===== src/rtl/hci_parity_fault_collector_pkg.sv =====
// Shared types for the HCI parity fault collector: alarm FSM states and alarm payload.
`ifndef HCI_FC_IDX_W
`define HCI_FC_IDX_W 2
`endif

package hci_parity_fault_collector_pkg;

  localparam int HCI_FC_IDX_W = `HCI_FC_IDX_W;

  typedef enum logic {HCI_FC_IDLE, HCI_FC_ALARM} hci_fault_coll_state_e;

  typedef logic [HCI_FC_IDX_W-1:0] hci_fc_idx_t;

  typedef struct packed {
    hci_fc_idx_t idx;
    logic        multi;
  } hci_fault_alarm_t;

endpackage


===== src/rtl/hci_fault_prio_enc.sv =====
// Lowest-set-bit encoder with a more-than-one-bit-set flag over a sink fault vector.
module hci_fault_prio_enc #(
  parameter int N_SINKS = 4,
  parameter int IDX_W   = 2
) (
  input  logic [N_SINKS-1:0] vec,
  output logic [IDX_W-1:0]   idx,
  output logic               multi
);

  always_comb begin
    idx = '0;
    // Walk downward so the lowest set bit wins.
    for (int i = N_SINKS - 1; i >= 0; i--) begin
      if (vec[i]) idx = IDX_W'(i);
    end
    multi = ($countones(vec) > 1);
  end

endmodule


===== src/rtl/hci_parity_fault_collector.sv =====
// Collects parity-sink fault flags into sticky status, a saturating count, a fatal flag
// and a valid/ready alarm channel that never drops a fault cycle.
//
// state        | meaning
// HCI_FC_IDLE  | no event outstanding, alarm_valid_o low
// HCI_FC_ALARM | event presented, later faults accumulate in pending until handshake
module hci_parity_fault_collector
  import hci_parity_fault_collector_pkg::*;
#(
  parameter int unsigned N_SINKS      = 4,
  parameter int unsigned CNT_W        = 8,
  parameter int unsigned FATAL_THRESH = 16,
  localparam int unsigned IDX_W       = (N_SINKS > 1) ? $clog2(N_SINKS) : 1
) (
  input  logic               clk_i,
  input  logic               rst_i,
  input  logic               clear_i,
  input  logic [N_SINKS-1:0] mask_i,
  input  logic [N_SINKS-1:0] fault_i,
  output logic               alarm_valid_o,
  input  logic               alarm_ready_i,
  output logic [IDX_W-1:0]   alarm_idx_o,
  output logic               alarm_multi_o,
  output logic [N_SINKS-1:0] status_o,
  output logic [CNT_W-1:0]   count_o,
  output logic               fatal_o
);

  hci_fault_coll_state_e state_q, state_d, state_b;
  hci_fault_alarm_t      alarm_q, alarm_d;
  logic [N_SINKS-1:0]    fault_q;
  logic [N_SINKS-1:0]    status_q, status_d, status_b;
  logic [N_SINKS-1:0]    pending_q, pending_d, pending_b;
  logic [CNT_W-1:0]      count_q, count_d, count_b;
  logic                  fatal_q, fatal_d, fatal_b;
  logic                  any_fault;
  logic [N_SINKS-1:0]    enc_vec;
  logic [IDX_W-1:0]      enc_idx;
  logic                  enc_multi;

  // In IDLE pending is always empty, so one encoder serves both capture and reload.
  hci_fault_prio_enc #(
    .N_SINKS (int'(N_SINKS)),
    .IDX_W   (int'(IDX_W))
  ) u_prio_enc (
    .vec   (enc_vec),
    .idx   (enc_idx),
    .multi (enc_multi)
  );

  always_ff @(posedge clk_i) begin
    if (rst_i) begin
      fault_q   <= '0;
      status_q  <= '0;
      pending_q <= '0;
      count_q   <= '0;
      fatal_q   <= 1'b0;
      alarm_q   <= '0;
      state_q   <= HCI_FC_IDLE;
    end else begin
      fault_q   <= fault_i & ~mask_i;
      status_q  <= status_d;
      pending_q <= pending_d;
      count_q   <= count_d;
      fatal_q   <= fatal_d;
      alarm_q   <= alarm_d;
      state_q   <= state_d;
    end
  end

  always_comb begin
    // Clear wipes the held state first; the fault already in fault_q is then applied.
    status_b  = clear_i ? '0 : status_q;
    pending_b = clear_i ? '0 : pending_q;
    count_b   = clear_i ? '0 : count_q;
    fatal_b   = clear_i ? 1'b0 : fatal_q;
    state_b   = clear_i ? HCI_FC_IDLE : state_q;

    any_fault = |fault_q;
    status_d  = status_b | fault_q;

    count_d = count_b;
    if (any_fault && (count_b != '1)) count_d = count_b + CNT_W'(1);

    fatal_d = fatal_b | ((FATAL_THRESH != 0) && (32'(count_d) >= FATAL_THRESH));

    enc_vec   = pending_b | fault_q;
    state_d   = state_b;
    pending_d = pending_b;
    alarm_d   = alarm_q;

    case (state_b)
      HCI_FC_IDLE: begin
        if (any_fault) begin
          alarm_d.idx   = hci_fc_idx_t'(enc_idx);
          alarm_d.multi = enc_multi;
          state_d       = HCI_FC_ALARM;
        end
      end
      HCI_FC_ALARM: begin
        if (alarm_ready_i) begin
          pending_d = '0;
          if (|enc_vec) begin
            alarm_d.idx   = hci_fc_idx_t'(enc_idx);
            alarm_d.multi = enc_multi;
          end else begin
            state_d = HCI_FC_IDLE;
          end
        end else begin
          pending_d = enc_vec;
        end
      end
      default: state_d = HCI_FC_IDLE;
    endcase
  end

  assign alarm_valid_o = (state_q == HCI_FC_ALARM);
  assign alarm_idx_o   = IDX_W'(alarm_q.idx);
  assign alarm_multi_o = alarm_q.multi;
  assign status_o      = status_q;
  assign count_o       = count_q;
  assign fatal_o       = fatal_q;

endmodule


===== config.mk =====
export PLATFORM = sky130hd
export DESIGN_NAME = hci_parity_fault_collector
export DESIGN_NICKNAME = d
export VERILOG_FILES = /design/src/rtl/hci_parity_fault_collector_pkg.sv /design/src/rtl/hci_fault_prio_enc.sv /design/src/rtl/hci_parity_fault_collector.sv
export SDC_FILE = /design/constraint.sdc
export NUM_CORES = 1
export LEC_CHECK = 0
export CORE_MARGIN = 4
export CORE_UTILIZATION = 50
export DETAILED_ROUTE_END_ITERATION = 7
export PLACE_DENSITY = 0.8
export SLEW_MARGIN = 20
export SYNTH_ARGS = -nofsm -noshare
export SYNTH_HDL_FRONTEND = slang
export SYNTH_SLANG_ARGS = --single-unit
export TNS_END_PERCENT = 10

===== constraint.sdc =====
create_clock -name clk_i -period 4.45 [get_ports clk_i]
set_clock_uncertainty 0.1 [all_clocks]
set_input_delay 0.445 -clock clk_i [delete_from_list [all_inputs] [get_ports clk_i]]
set_output_delay 0.445 -clock clk_i [all_outputs]
set_load 0.01 [all_outputs]

==> results.txt <==
Worst VDD drop -> 187 uV
DIE HEIGHT -> 57.4 um
Total Routing Usage GR -> 16.4%
Reg2Reg Depth -> 7
Cell Area, Synth -> 0.00122 mm2
die width -> 57.4 um
placed instance count -> 186
setup TNS -> 0 ps
Longest Clk Path Bufs -> 2
share of layout cells above drive strength 1 -> 9.26%
CTS Root Cell -> clkbuf_4
final worst slack -> 1900 ps
clk sinks -> 25
Hold WC Path Type -> reg2reg
final setup vio count -> 0
fillers -> 198
critical setup path kind -> in2reg
Final nets -> 183
DRT Pass-1 Iters -> 4
Reg2Reg Launch Point -> fault_q[1]$_SDFF_PP0_
Mapped Avg Cell Area -> 9.16 um2
post-synthesis sequential area ratio -> 41.1%
Detailed Route Iter0 Violations -> 43
CTS tree -> yes
Synth Register Bits -> 25
switching share of power -> 25.1%
Final ANT Viol Nets -> 0
Synth Instances -> 133
port bufs -> 28
TritonCTS buffer count -> 3
multi-input logic area -> 672 um2
Pwr Density -> 256 mW/mm2
Rows -> 17
DR vias/cell -> 5.43
Starting Density -> 53.5%
max_slew headroom -> 46.9%
Remaining Overflow, GRT -> 0
Syn. warnings -> 0
CP Capture Type -> register
pre-CTS setup slack -> 1580 ps
Hold Crit Start -> alarm_idx_o[0]$_SDFFE_PP0P_
area of the die -> 0.00329 mm2
switching pwr -> 0.0000996 W
syn_nets -> 153
outcome -> finished, final reports clean
worst-margin pin slew -> 794 ps
area share of the largest cell type after synthesis -> 41.1%
Hold Fails Final Rpt -> 0
routed wl met2 -> 1.27 mm
RSZ-0062 raised after global routing -> no
Seq pwr share -> 59.7%
FF-to-FF setup slack -> 2530 ps
Hold Path End -> alarm_idx_o[0]$_SDFFE_PP0P_
met3 WL post-DR -> 131 um
fin crit share -> 57.4%
clk_lat worst skew -> 310 ps
maxcap violations -> 0
Cell variety after synth -> 36
most common cell in the netlist -> dfxtp_1
Resize count post-CTS -> 0
Finished Layout Cells -> 190
crit path DAT -> 2690 ps
Pleak -> 0.584 nW
fmax -> 392 MHz
clk slew on worst S/H paths -> 130 ps
final wirelength -> 2.55 mm
# IOs -> 29
WP data required -> 4590 ps
synth top area cells -> dfxtp_1 41%, ha_1 7.2%, nor2_1 5.9%
largest net degree at the start of global routing -> 23
routed vias -> 1032
async set-reset flop share out of synthesis -> 0%
HPWL after detailed placement -> 1.94 mm
crit start category -> input port
Internal Dissipation -> 0.000297 W
average wire per standard cell -> 13.4 um
drt drc -> 0
CTS Hold Bufs -> 0
flip-flop and latch area -> 500 um2
crit-path max FO -> 12
number of synthesized flops with an enable pin -> 0
H-tree levels -> 1
Comb pwr share -> 15.3%
initial antenna violation count -> 0
R2R Path End -> alarm_multi_o$_SDFFE_PP0P_
# Post-CTS Setup Buffers -> 0
part of the power in the clock network -> 25.0%
Top Metal Used -> met4
Slew Limit Fails -> 0
antenna cell count -> 0
Routed met1 length -> 1.12 mm
number of global-route vias before repair -> 1038
Post-synth top cells -> 25 x dfxtp_1, 19 x nor2_1, 14 x a21oi_1
Hold Crit Depth -> 2
Tmin final -> 2550 ps
top_reg_cell synth -> dfxtp_1
area of the core -> 0.00228 mm2
Synth area leader -> dfxtp_1
first-pass GRT wire length -> 4.29 mm
Layout area overhead -> 27.0%
GPL Wtd Cong -> 0.826
-- power groups by stage --
stage	sequential, W	clock (W)	combinational [W]
3_5_place_dp	0.000241	0	0.0000609
2_1_floorplan	0.000242	0	0.0000319
3_3_place_gp	0.000241	0	0.0000587
4_1_cts	0.000237	0.000106	0.0000612
5_1_grt	0.000238	0.000114	0.0000658
6_report	0.000237	0.0000992	0.0000607
-- worst max path at each step --
stage                 start                    endpoint  slack, ps  depth (start not counted)
floorplan           clear_i  alarm_multi_o$_SDFFE_PP0P_       2420                          9
global placement    clear_i  alarm_multi_o$_SDFFE_PP0P_       1680                          9
detailed placement  clear_i  alarm_multi_o$_SDFFE_PP0P_       1580                          9
CTS                 clear_i  alarm_multi_o$_SDFFE_PP0P_       1920                          9
global route        clear_i  alarm_multi_o$_SDFFE_PP0P_       1730                          9
finish              clear_i  alarm_multi_o$_SDFFE_PP0P_       1900                          9
-- metal layers --
layer / vias to the layer above / track usage, %
met4: 0 / 6.62
met3: 5 / 3.39
met1: 485 / 18.7
met2: 29 / 29.4
li1: 513 / -
met5: - / 0
-- per-stage QoR --
step	area (um2)	utilization (%)	power [W]	hold WS, ps
after floorplan	1220	-	0.000274	337
after global placement	1520	66.8	0.000300	341
after detailed placement	1520	66.8	0.000302	350
after CTS	1550	68.0	0.000403	369
after global routing	1550	68.0	0.000418	390
final	1550	68.0	0.000397	366
-- flip-flops by register name (all words and copies together) (netlist names) --
signal	count
alarm_idx_o	2
alarm_multi_o	1
alarm_valid_o	1
count_o	8
fatal_o	1
fault_q	4
pending_q	4
status_o	4
-- area by class of cell --
| class | count | share of cell area (%) |
|---|---|---|
| inverter | 9 | 2.18 |
| tap | 28 | 2.26 |
| sequential | 25 | 32.3 |
| multi-input combinational | 96 | 43.4 |
| timing repair buffer | 28 | 18.1 |
| clock buffer | 4 | 1.70 |
-- worst max-delay path, cell delays in order --
cell and delay [ps]:
clkdlybuf4s50_1 690, inv_2 190, a21oi_1 270, inv_1 110, ha_1 210, inv_1 70, fa_1 410, a21o_1 180
a21oi_1 120
-- cells by family (layout without fill, tap and decap cells) --
logic type	count (synthesis)	count (layout)	synth area share (%)
and+or+nand+nor	55	55	24.8
AOI/OAI and AO/OA	27	27	16.9
DFF	25	25	41.1
buffers and inverters	12	41	3.80
adders and majority gates	8	8	8.83
xor gates and xnor gates	4	4	2.87
muxes	2	2	1.64
-- layout by cell type (no fill, tap or decap), types with 2 or more instances in the layout --
cell	n
nor3b_1	4
inv_1	8
xnor2_1	4
ha_1	7
and2b_1	3
a31oi_4	2
nand3_1	3
a21o_1	4
clkdlybuf4s50_1	28
a21oi_1	14
nand4_1	2
nor2_1	19
nand2_1	12
clkbuf_4	3
mux2i_1	2
and3_1	2
dfxtp_1	25
No activity file was read; power rests on OpenSTA's default activity.
